### config.mk
export PLATFORM = sky130hd
export DESIGN_NAME = sched_value_driver
export DESIGN_NICKNAME = d
export VERILOG_FILES = /design/src/rtl/sched_value_driver.sv
export SDC_FILE = /design/constraint.sdc
export NUM_CORES = 1
export LEC_CHECK = 0
export ABC_AREA = 1
export CORE_MARGIN = 5
export CORE_UTILIZATION = 45
export DETAILED_ROUTE_END_ITERATION = 10
export PLACE_DENSITY_LB_ADDON = 0.15
export SETUP_SLACK_MARGIN = 0.1
export SKIP_CTS_REPAIR_TIMING = 1
export SLEW_MARGIN = 20
export SYNTH_ARGS = -nofsm -noshare
export SYNTH_HDL_FRONTEND = slang
export SYNTH_SLANG_ARGS = --single-unit
export TNS_END_PERCENT = 50
### constraint.sdc
create_clock -name clk -period 18.97 [get_ports clk]
set_clock_uncertainty 0.1 [all_clocks]
set_input_delay 3.794 -clock clk [delete_from_list [all_inputs] [get_ports clk]]
set_output_delay 3.794 -clock clk [all_outputs]
set_load 0.02 [all_outputs]
### src/rtl/sched_value_driver.sv
`default_nettype none
// ============================================================================
// Module   : sched_value_driver
// Purpose  : Delayed-value driver. Timed set-value requests are held in a small
//            pending-event queue and written to one WIDTH-bit net on schedule.
//            Optional force/release override is built when SCHED_FORCE_EN is defined.
// Revision : 1.0  initial release
// ============================================================================
module sched_value_driver #(
    parameter int               WIDTH     = 32,
    parameter int               DLY_W     = 8,
    parameter int               DEPTH     = 4,
    parameter logic [WIDTH-1:0] RESET_VAL = '0
) (
    input  logic             clk,
    input  logic             rst,
    input  logic             req_valid,
    output logic             req_ready,
    input  logic [2:0]       req_mode,
    input  logic [WIDTH-1:0] req_value,
    input  logic [DLY_W-1:0] req_delay,
    output logic [WIDTH-1:0] out_val,
    output logic             pend,
    output logic             forced,
    output logic             err
);

    localparam int PTR_W = (DEPTH > 1) ? $clog2(DEPTH) : 1;
    localparam int CNT_W = PTR_W + 1;

    localparam logic [2:0] MODE_NODELAY   = 3'd0;
    localparam logic [2:0] MODE_INERTIAL  = 3'd1;
    localparam logic [2:0] MODE_TRANSPORT = 3'd2;
    localparam logic [2:0] MODE_CANCEL    = 3'd3;
    localparam logic [2:0] MODE_FORCE     = 3'd4;
    localparam logic [2:0] MODE_RELEASE   = 3'd5;

    localparam logic [CNT_W-1:0] FULL_CNT = CNT_W'(DEPTH);
    localparam logic [CNT_W-1:0] CNT_ONE  = CNT_W'(1);
    localparam logic [PTR_W-1:0] PTR_ONE  = PTR_W'(1);
    localparam logic [DLY_W-1:0] DLY_ONE  = DLY_W'(1);

    // Each entry's rem is the number of cycles until its value is visible;
    // non-head entries saturate at 1 so same-cycle ties drain one per edge.
    logic [WIDTH-1:0] val_q [DEPTH];
    logic [DLY_W-1:0] rem_q [DEPTH];
    logic [PTR_W-1:0] head;
    logic [PTR_W-1:0] wr;
    logic [CNT_W-1:0] count;
    logic [WIDTH-1:0] sched_val;

    logic             fire;
    logic             accept;
    logic             late;
    logic             direct;
    logic [PTR_W-1:0] head_pp;
    logic [PTR_W-1:0] tail;
    logic [CNT_W-1:0] count_pp;
    logic [DLY_W-1:0] d_eff;
    logic [DLY_W-1:0] rem_init;
    logic [DLY_W-1:0] tail_next;

    assign fire      = (count != '0) && (rem_q[head] == DLY_ONE);
    assign head_pp   = head + PTR_W'(fire);
    assign count_pp  = count - CNT_W'(fire);
    assign tail      = wr - PTR_ONE;
    assign tail_next = (rem_q[tail] > DLY_ONE) ? (rem_q[tail] - DLY_ONE) : DLY_ONE;
    assign d_eff     = (req_delay == '0) ? DLY_ONE : req_delay;
    assign rem_init  = (d_eff == DLY_ONE) ? DLY_ONE : (d_eff - DLY_ONE);

    assign req_ready = (count != FULL_CNT) || (req_mode != MODE_TRANSPORT);
    assign accept    = req_valid && req_ready;
    // Transport may not overtake the tail of the post-pop queue.
    assign late      = (count_pp != '0) && (d_eff < tail_next);
    // A one-cycle event with nothing ahead of it is written straight through,
    // unless the head already owns this edge.
    assign direct    = (d_eff == DLY_ONE) && !fire;
    assign pend      = (count != '0);

`ifdef SCHED_FORCE_EN
    logic             forced_q;
    logic [WIDTH-1:0] force_val;

    assign forced  = forced_q;
    assign out_val = forced_q ? force_val : sched_val;
`else
    assign forced  = 1'b0;
    assign out_val = sched_val;
`endif

    always_ff @(posedge clk or posedge rst) begin
        if (rst) begin
            for (int i = 0; i < DEPTH; i++) begin
                val_q[i] <= '0;
                rem_q[i] <= '0;
            end
            head      <= '0;
            wr        <= '0;
            count     <= '0;
            sched_val <= RESET_VAL;
            err       <= 1'b0;
`ifdef SCHED_FORCE_EN
            forced_q  <= 1'b0;
            force_val <= RESET_VAL;
`endif
        end else begin
            err   <= 1'b0;
            head  <= head_pp;
            count <= count_pp;
            for (int i = 0; i < DEPTH; i++) begin
                if (rem_q[i] > DLY_ONE) begin
                    rem_q[i] <= rem_q[i] - DLY_ONE;
                end
            end
            if (fire) begin
                sched_val <= val_q[head];
            end

            // Requests act on the post-pop queue; later writes override the fire.
            if (accept) begin
                case (req_mode)
                    MODE_NODELAY: begin
                        sched_val <= req_value;
                        head      <= wr;
                        count     <= '0;
                    end
                    MODE_INERTIAL: begin
                        if (direct) begin
                            sched_val <= req_value;
                            head      <= wr;
                            count     <= '0;
                        end else begin
                            val_q[wr] <= req_value;
                            rem_q[wr] <= rem_init;
                            head      <= wr;
                            wr        <= wr + PTR_ONE;
                            count     <= CNT_ONE;
                        end
                    end
                    MODE_TRANSPORT: begin
                        if (late) begin
                            err <= 1'b1;
                        end else if ((count_pp == '0) && direct) begin
                            sched_val <= req_value;
                        end else begin
                            val_q[wr] <= req_value;
                            rem_q[wr] <= rem_init;
                            wr        <= wr + PTR_ONE;
                            count     <= count_pp + CNT_ONE;
                        end
                    end
                    MODE_CANCEL: begin
                        if (count_pp == '0) begin
                            err <= 1'b1;
                        end else begin
                            wr    <= tail;
                            count <= count_pp - CNT_ONE;
                        end
                    end
`ifdef SCHED_FORCE_EN
                    MODE_FORCE: begin
                        force_val <= req_value;
                        forced_q  <= 1'b1;
                    end
                    MODE_RELEASE: begin
                        if (forced_q) begin
                            forced_q <= 1'b0;
                        end else begin
                            err <= 1'b1;
                        end
                    end
`else
                    MODE_FORCE, MODE_RELEASE: begin
                        err <= 1'b1;
                    end
`endif
                    default: begin
                        err <= 1'b1;
                    end
                endcase
            end
        end
    end

endmodule
`default_nettype wire
After elaboration in Yosys (flattened, before gate mapping)

Index checks and enable logic that the tools add are counted.

Add/sub/neg operators: 12
Bitwise gates (word level): 3
Equality and inequality tests: 11
Reduce and logical (&&, ||, !) cells: 18
$lt $le $gt $ge: 10
Muxes and demuxes: 54

Operators with widths:

| kind                | count |
|---|---|
| $mux 128            | 3 |
| $mux 32             | 12 |
| $pmux 128 s2        | 1 |
| $bwmux 128          | 1 |
| $mux 8              | 12 |
| $pmux 32 s3         | 1 |
| $bmux 32 s2         | 1 |
| $demux 32 s2        | 1 |
| $pmux 32 s2         | 1 |
| $sub 8x1->8 const B | 6 |
| $gt 8x1->1 const B  | 5 |
| $bmux 8 s2          | 2 |
| $bwmux 32           | 1 |
| $demux 8 s2         | 1 |
| $eq 8x1->1 const B  | 2 |
| $mux 2              | 6 |
| $mux 3              | 4 |
| $pmux 3 s4          | 1 |
| $ge 3x3->1 const B  | 3 |
| $not 2->3           | 3 |
| $reduce_bool 3->1   | 3 |
| $logic_not 8->1     | 1 |
| $lt 8x8->1          | 1 |
| $ne 2x2->1 const B  | 4 |
| 22 further kinds    | 32 |

Flip-flop bits (word level): 200
Input port bits: 46
Logic and storage cells: 121
Output and inout port bits: 36

Logic depth before layout (Yosys ltp)

Gate-level depths: netlist of the first run.

Word-level depth: 13
Gate-level depth with buffers: 27
Depth with buffers taken out: 24

Worst setup path before layout of the first run

Ideal clock, no wire load.

Kind: input port to output port
From: input port req_mode[1]
To: output port req_ready
Required time: 15.076 ns
Data arrival time: 4.378 ns
Slack: 10.698 ns
Stages: 3
Buffers on the path: 0
Cell sequence: inv_1 > nor3_4 > nand3_1

Cells in the longest elaborated chain, start to end: 2

Ends and longest elaborated chain:

| element          | RTL line | source |
|---|---|---|
| from (decl)      | 19       | `input logic [2:0] req_mode,` |
| $ne 3x2->1       | 71       | `assign req_ready = (count != FULL_CNT) \|\| (req_mode != MODE_TRANSPORT);` |
| $logic_or 1x1->1 | 71       |  |
| to (decl)        | 18       | `output logic req_ready,` |

No other way between the ends.

Worst setup path after layout of the first run

Same ends and word-level chain as after synthesis.

==> results.cfg, run 1 <==
[clock_tree]
cts_buffer_depth = 2
cts.sinks = 200
cts_tree = yes
clk_latency_ps = 440
clk_pin_slew_worst_paths_ps = 80
clock_tree.htree_level_count = 4
cts_buffers = 17
clock_tree_root_buffer_cell = clkbuf_16

[power]
p_int_mw = 1.27
power.density_cell_area_nw_per_um2 = 181
vdd_ir_drop_max_uv = 73.7
power_frac_comb = 0.515
power_leakage_nw = 6.03
sw_frac_of_total = 0.459
clock_power_share = 0.157
power_frac_seq = 0.328
switching_power_of_the_nets_mw = 1.08

[sta]
finalMaxSlewViolations = 0
timing.final.ws_setup_ps = 9870
maxSlewHeadroom = 0.348
hold_viol = 0
period_needed_ps = 9100
rsz_0062_raised_after_global_routing = false
timing.final.crit_share = 0.480
setup_viol = 0
setup_total_negative_slack_ps = 0
fmaxAchievable_ghz = 0.110
max_slew.worst_pin.slew_ps = 978

[final_layout]
mostFrequentLayoutCell = nand2_1
sequential_area_sq_um = 5010
nFillCells = 2434
final_layout_size_suffix_gt1_frac = 0.0435
total_area_of_multi_input_combinational_cells_sq_um = 5440
net_count_reported_at_finish = 1650
syn2layout_area_growth_pct = 12.9
num_antenna_cells = 0
final_cell_mix = nand2_1 (409), dfrtp_1 (199), o21ai_0 (191), inv_1 (156), o21ai_1 (128)

[placed_design]
buffer_ports.inserted = 80
hpwl_mm = 19.5
gpl.final_weighted_congestion = 0.896
pre_cts_ws_ps = 9860

[worst_setup_path]
critical_path.startpoint_type = input pin
timing.critical_path.arrival_ps = 5210
timing.setup.critical_path_class = input pin to primary output
crit_path_end_kind = primary output
critPathRequiredTime_ps = 15080
crit_fanout = 4

[synth]
synth_nets = 1630
syn_inst = 1555
synth_seq_cells = 200
synth.distinct_cells = 43
syn_avg_cell_area_sq_um = 7.40
synth_async_sr_flop_share = 1.00
synthFlopType = dfrtp_1
ys_seq_area_frac = 0.435
synthesis.area_sq_um = 11500
yosysWarnings = 0
synth_enable_flop_cells = 0

[grt]
antenna_found_initial = 1
global_route.usage.total = 0.230
grt_pass1_wl_mm = 53.3
grt_max_degree = 128
grt_pass1_vias = 9886
grt_overflow = 0

[floorplan]
core_area_sq_um = 25200
placement_rows = 58
dieHeight_um = 170
initial_core_util = 0.457
die_w_um = 170
top_level_ports = 82
die_area_sq_um = 28900

[routing]
ant_nets = 0
detail_route.wl_per_cell_um = 16.9
first_iter_violations = 1063
drcViolationCount = 0
dr.pass1.iters = 5
vias_per_cell = 5.40
num_vias = 10352
wl_mm = 32.5

[job]
max_cap_viol_count = 0

[status]
outcome = completed

[min_path]
worst_hold_path_type = flip-flop to flip-flop
[through the flow]
| stage | utilization | power [mW] | area, sq um | cells | hold slack [ps] |
|---|---|---|---|---|---|
| after CTS | 0.515 | 2.36 | 13000 | 1918 | 380 |
| after floorplan | - | 1.65 | 11500 | 1555 | 341 |
| after detailed placement | 0.492 | 1.98 | 12400 | 1886 | 363 |
| after global placement | 0.492 | 1.95 | 12400 | 1886 | 356 |
| after global routing | 0.516 | 2.58 | 13000 | 1918 | 397 |
| final | 0.516 | 2.35 | 13000 | 1918 | 378 |
[final cells by class]
type | count | area share
repair buffers | 95 | 0.0703
clock buffers | 19 | 0.0341
well taps | 330 | 0.0318
inverters | 161 | 0.0473
multi-input cells | 1100 | 0.419
flip-flops and latches | 200 | 0.386
clock inverters | 13 | 0.0115
[synth_stat cells, types with 3 or more instances]
| cell | number | share of area |
|---|---|---|
| a21oi_1 | 82 | 0.036 |
| a31oi_1 | 4 | 0.0022 |
| buf_2 | 28 | 0.012 |
| buf_6 | 8 | 0.0078 |
| clkbuf_1 | 53 | 0.017 |
| dfrtp_1 | 200 | 0.44 |
| ha_1 | 29 | 0.032 |
| inv_1 | 158 | 0.052 |
| nand2_1 | 409 | 0.13 |
| nand3_1 | 92 | 0.040 |
| nand4_1 | 6 | 0.0033 |
| nor2_1 | 61 | 0.020 |
| nor2_2 | 3 | 0.0016 |
| nor3_1 | 9 | 0.0039 |
| nor4_1 | 3 | 0.0016 |
| o21ai_0 | 191 | 0.083 |
| o21ai_1 | 128 | 0.056 |
| o221ai_1 | 16 | 0.012 |
| o22ai_1 | 16 | 0.0087 |
| xnor2_1 | 7 | 0.0053 |
| xor2_1 | 19 | 0.014 |
[path summary, 6_finish.rpt]
check | start | slack, ps | end | cells past startpoint
setup / recovery | req_mode[1] | 9870 | req_ready | 5
hold / removal | val_q[41] | 380 | val_q[41] | 2
setup reg to reg | wr[0] | 12880 | rem_q[26] | 21
hold reg to reg | val_q[41] | 380 | val_q[41] | 2
max in group asynchronous | rst | 13260 | head[0] | 3
min in group asynchronous | rst | 3850 | out_val[4] | 2
[metal layers]
metal,track usage,vias to the layer above,routed length (um)
li1,-,5150,-
met1,0.321,4867,14600
met2,0.377,309,15400
met3,0.0360,24,2140
met4,0.0536,2,350
met5,0,-,13
[power by group through the flow]
stage	Sequential, mW	Combinational [mW]	Clock, mW
2_1_floorplan	0.771	0.876	0
3_3_place_gp	0.773	1.18	0
3_5_place_dp	0.775	1.20	0
4_1_cts	0.769	1.21	0.376
5_1_grt	0.796	1.39	0.392
6_report	0.770	1.21	0.369
[worst max-delay path, stage by stage]
cell	delay, ps
clkdlybuf4s50_1	520
inv_1	110
nor3_4	130
nand3_1	100
clkdlybuf4s50_1	550
[registers in the layout, summed over array words and instances, names as in the netlist]
| name | flops |
|---|---|
| count | 3 |
| err | 1 |
| head | 2 |
| out_val | 32 |
| rem_q | 32 |
| val_q | 128 |
| wr | 2 |
[logic make-up (layout without fill, tap and decap cells)]
family          after synthesis  in the layout  synth area share
fa+ha+maj                    29             29            0.0316
buf+inv                     255            288            0.0925
simple gates                599            599             0.217
other cells                   1              1          0.000326
flops                       200            200             0.435
xor+xnor                     26             26            0.0198
compound gates              445            445             0.204
(Power assumes the default switching activity.)
==> run 2, diff against run 1 <==
clock period = 7.8 ns   (was 18.97 ns; I/O delays follow)
==> run 2 against run 1 <==
  * Clock power up 150%
  * Sequential share of layout area is essentially flat
  * Critical path type is now flip-flop to flip-flop
  * Utilization is essentially flat
==> results.cfg, run 2 (synthesis gave the netlist of run 1 again) <==
[grt]
gr_met3_demand_resource = 0.0381
grt_pass1_wl_mm = 53.8
groute.layer.met2.usage = 0.383
grt_pass1_vias = 10161
grt_use_met1 = 0.324
antenna_found_initial = 0
busiest_layer = met2
grt_overflow = 0
global_route.usage.total = 0.232
grt_max_degree = 130

[worst_setup_path]
timing.setup.critical_path_class = flip-flop to flip-flop
cp_common_cell = ha_1
critPathRequiredTime_ps = 8000
library_cell_contributing_the_largest_single_delay_on_the_critical_path = dfrtp_1
crit_path_end_kind = flip-flop
critical_path.max_stage_delay_ps = 760
r2r_slack_ps = 1860
timing.critical_path.arrival_ps = 6140
worstReg2RegStart = wr[0]
critical_path.startpoint_type = flip-flop
path_cells = inv_4, ha_1, inv_2, a21oi_1, a32oi_1, inv_1, ha_1, or2_2, nand2_1, nor2_1, nand2_2, nand3_1, ha_1, a21oi_1, nor2_1, a2111oi_2, nand3_4, nand2_8, inv_2, o21ai_0, o21ai_1
r2r_end = rem_q[2]
crit_fanout = 80
path_delay_family = compound AO/OA/AOI/OAI gates
worst-r2r-cell-count = 21
crit_buf_inv = 4

[final_layout]
mostFrequentLayoutCell = nand2_1
sequential_area_sq_um = 5010
max_reg_flops = 128
total_area_of_multi_input_combinational_cells_sq_um = 5430
top_register = val_q
syn2layout_area_growth_pct = 12.9
final_core_area_utilization = 0.516
design_area_sq_um = 13000
final_cell_mix = nand2_1 (409), dfrtp_1 (199), o21ai_0 (191), inv_1 (156), o21ai_1 (128)
net_count_reported_at_finish = 1651
nFillCells = 2438
num_antenna_cells = 0
final_layout_size_suffix_gt1_frac = 0.0434

[sta]
rsz_0062_raised_after_global_routing = false
period_needed_ps = 5940
final.hold.worst_slack_ps = 378
setup_viol = 0
timing.final.crit_share = 0.761
finalMaxSlewViolations = 0
fmaxAchievable_ghz = 0.168
max_slew.worst_pin.slew_ps = 1150
hold_viol = 0
maxSlewHeadroom = 0.222
setup_total_negative_slack_ps = 0

[clock_tree]
cts_tree = yes
clk_latency_ps = 450
cts_buffers = 17
clk_pin_slew_worst_paths_ps = 80
clock_tree_root_buffer_cell = clkbuf_16
cts.sinks = 200
cts_buffer_depth = 2
clock_tree.htree_level_count = 4

[floorplan]
die_area_sq_um = 28900
die_w_um = 170
core_area_sq_um = 25200
initial_core_util = 0.457
placement_rows = 58
dieHeight_um = 170
top_level_ports = 82

[min_path]
worstHoldEndpoint = val_q[108]
worst_hold_path_type = flip-flop to flip-flop
min_delay_path_depth = 2
hold_start = val_q[108]

[routing]
detail_route.wl_per_cell_um = 17.2
ant_nets = 0
dr.pass1.iters = 5
drcViolationCount = 0
first_iter_violations = 821
vias_per_cell = 5.45
num_vias = 10458
wl_mm = 33.0

[placed_design]
buffer_ports.inserted = 80
hpwl_mm = 20.5
gpl.final_weighted_congestion = 0.907
dpl_cell_area_sq_um = 12400

[power]
design_power_total_mw = 5.74
power_leakage_nw = 6.03
vdd_ir_drop_max_uv = 157
power.density_cell_area_nw_per_um2 = 442

[status]
outcome = completed

[job]
max_cap_viol_count = 0
-- run 2: layout make-up --
class | count | area share
well taps | 330 | 0.0318
inverters | 161 | 0.0473
repair buffers | 96 | 0.0709
clock buffers | 18 | 0.0338
flip-flops and latches | 200 | 0.386
multi-input cells | 1100 | 0.418
clock inverters | 14 | 0.0122
-- run 2: metal layers --
layer	share of wire	wire length [um]
met5	0	0
met4	0.014	457
met3	0.049	1630
met2	0.47	15500
met1	0.47	15500
-- run 2: metrics by stage --
stage | std cells | setup WS (ps)
6_report | 1919 | 1860
5_1_grt | 1919 | 1290
2_1_floorplan | 1555 | 686
3_3_place_gp | 1887 | 2040
4_1_cts | 1919 | 1910
3_5_place_dp | 1887 | 1910
-- run 2: worst register-to-register path, delay by kind of cell (launching register included) --
| kind | cells | cell delay [ps] |
|---|---|---|
| buffers and inverters | 4 | 1070 |
| AND/OR/NAND/NOR | 8 | 1380 |
| AO/OA/AOI/OAI | 6 | 1490 |
| adder cells (fa/ha/maj) | 3 | 1000 |
| flip-flops | 1 | 760 |
-- run 2: where the power goes --
part           switching (mW)  leakage, nW  internal [mW]  total (mW)
Sequential              0.367         2.43           1.56        1.92
Combinational            1.81         3.31           1.09        2.90
Clock                   0.452        0.289          0.467       0.918
Total                    2.63         6.03           3.12        5.74
-- run 2: how the worst max path moves through the flow --
stage,from,endpoint,slack [ps],depth (start not counted)
after CTS,wr[0],rem_q[28],1910,21
after floorplan,rst,count[0],690,1
after global routing,wr[0],rem_q[13],1290,21
after global placement,req_delay[2],val_q[103],2040,19
after detailed placement,wr[0],rem_q[18],1910,21
final,wr[0],rem_q[2],1860,21
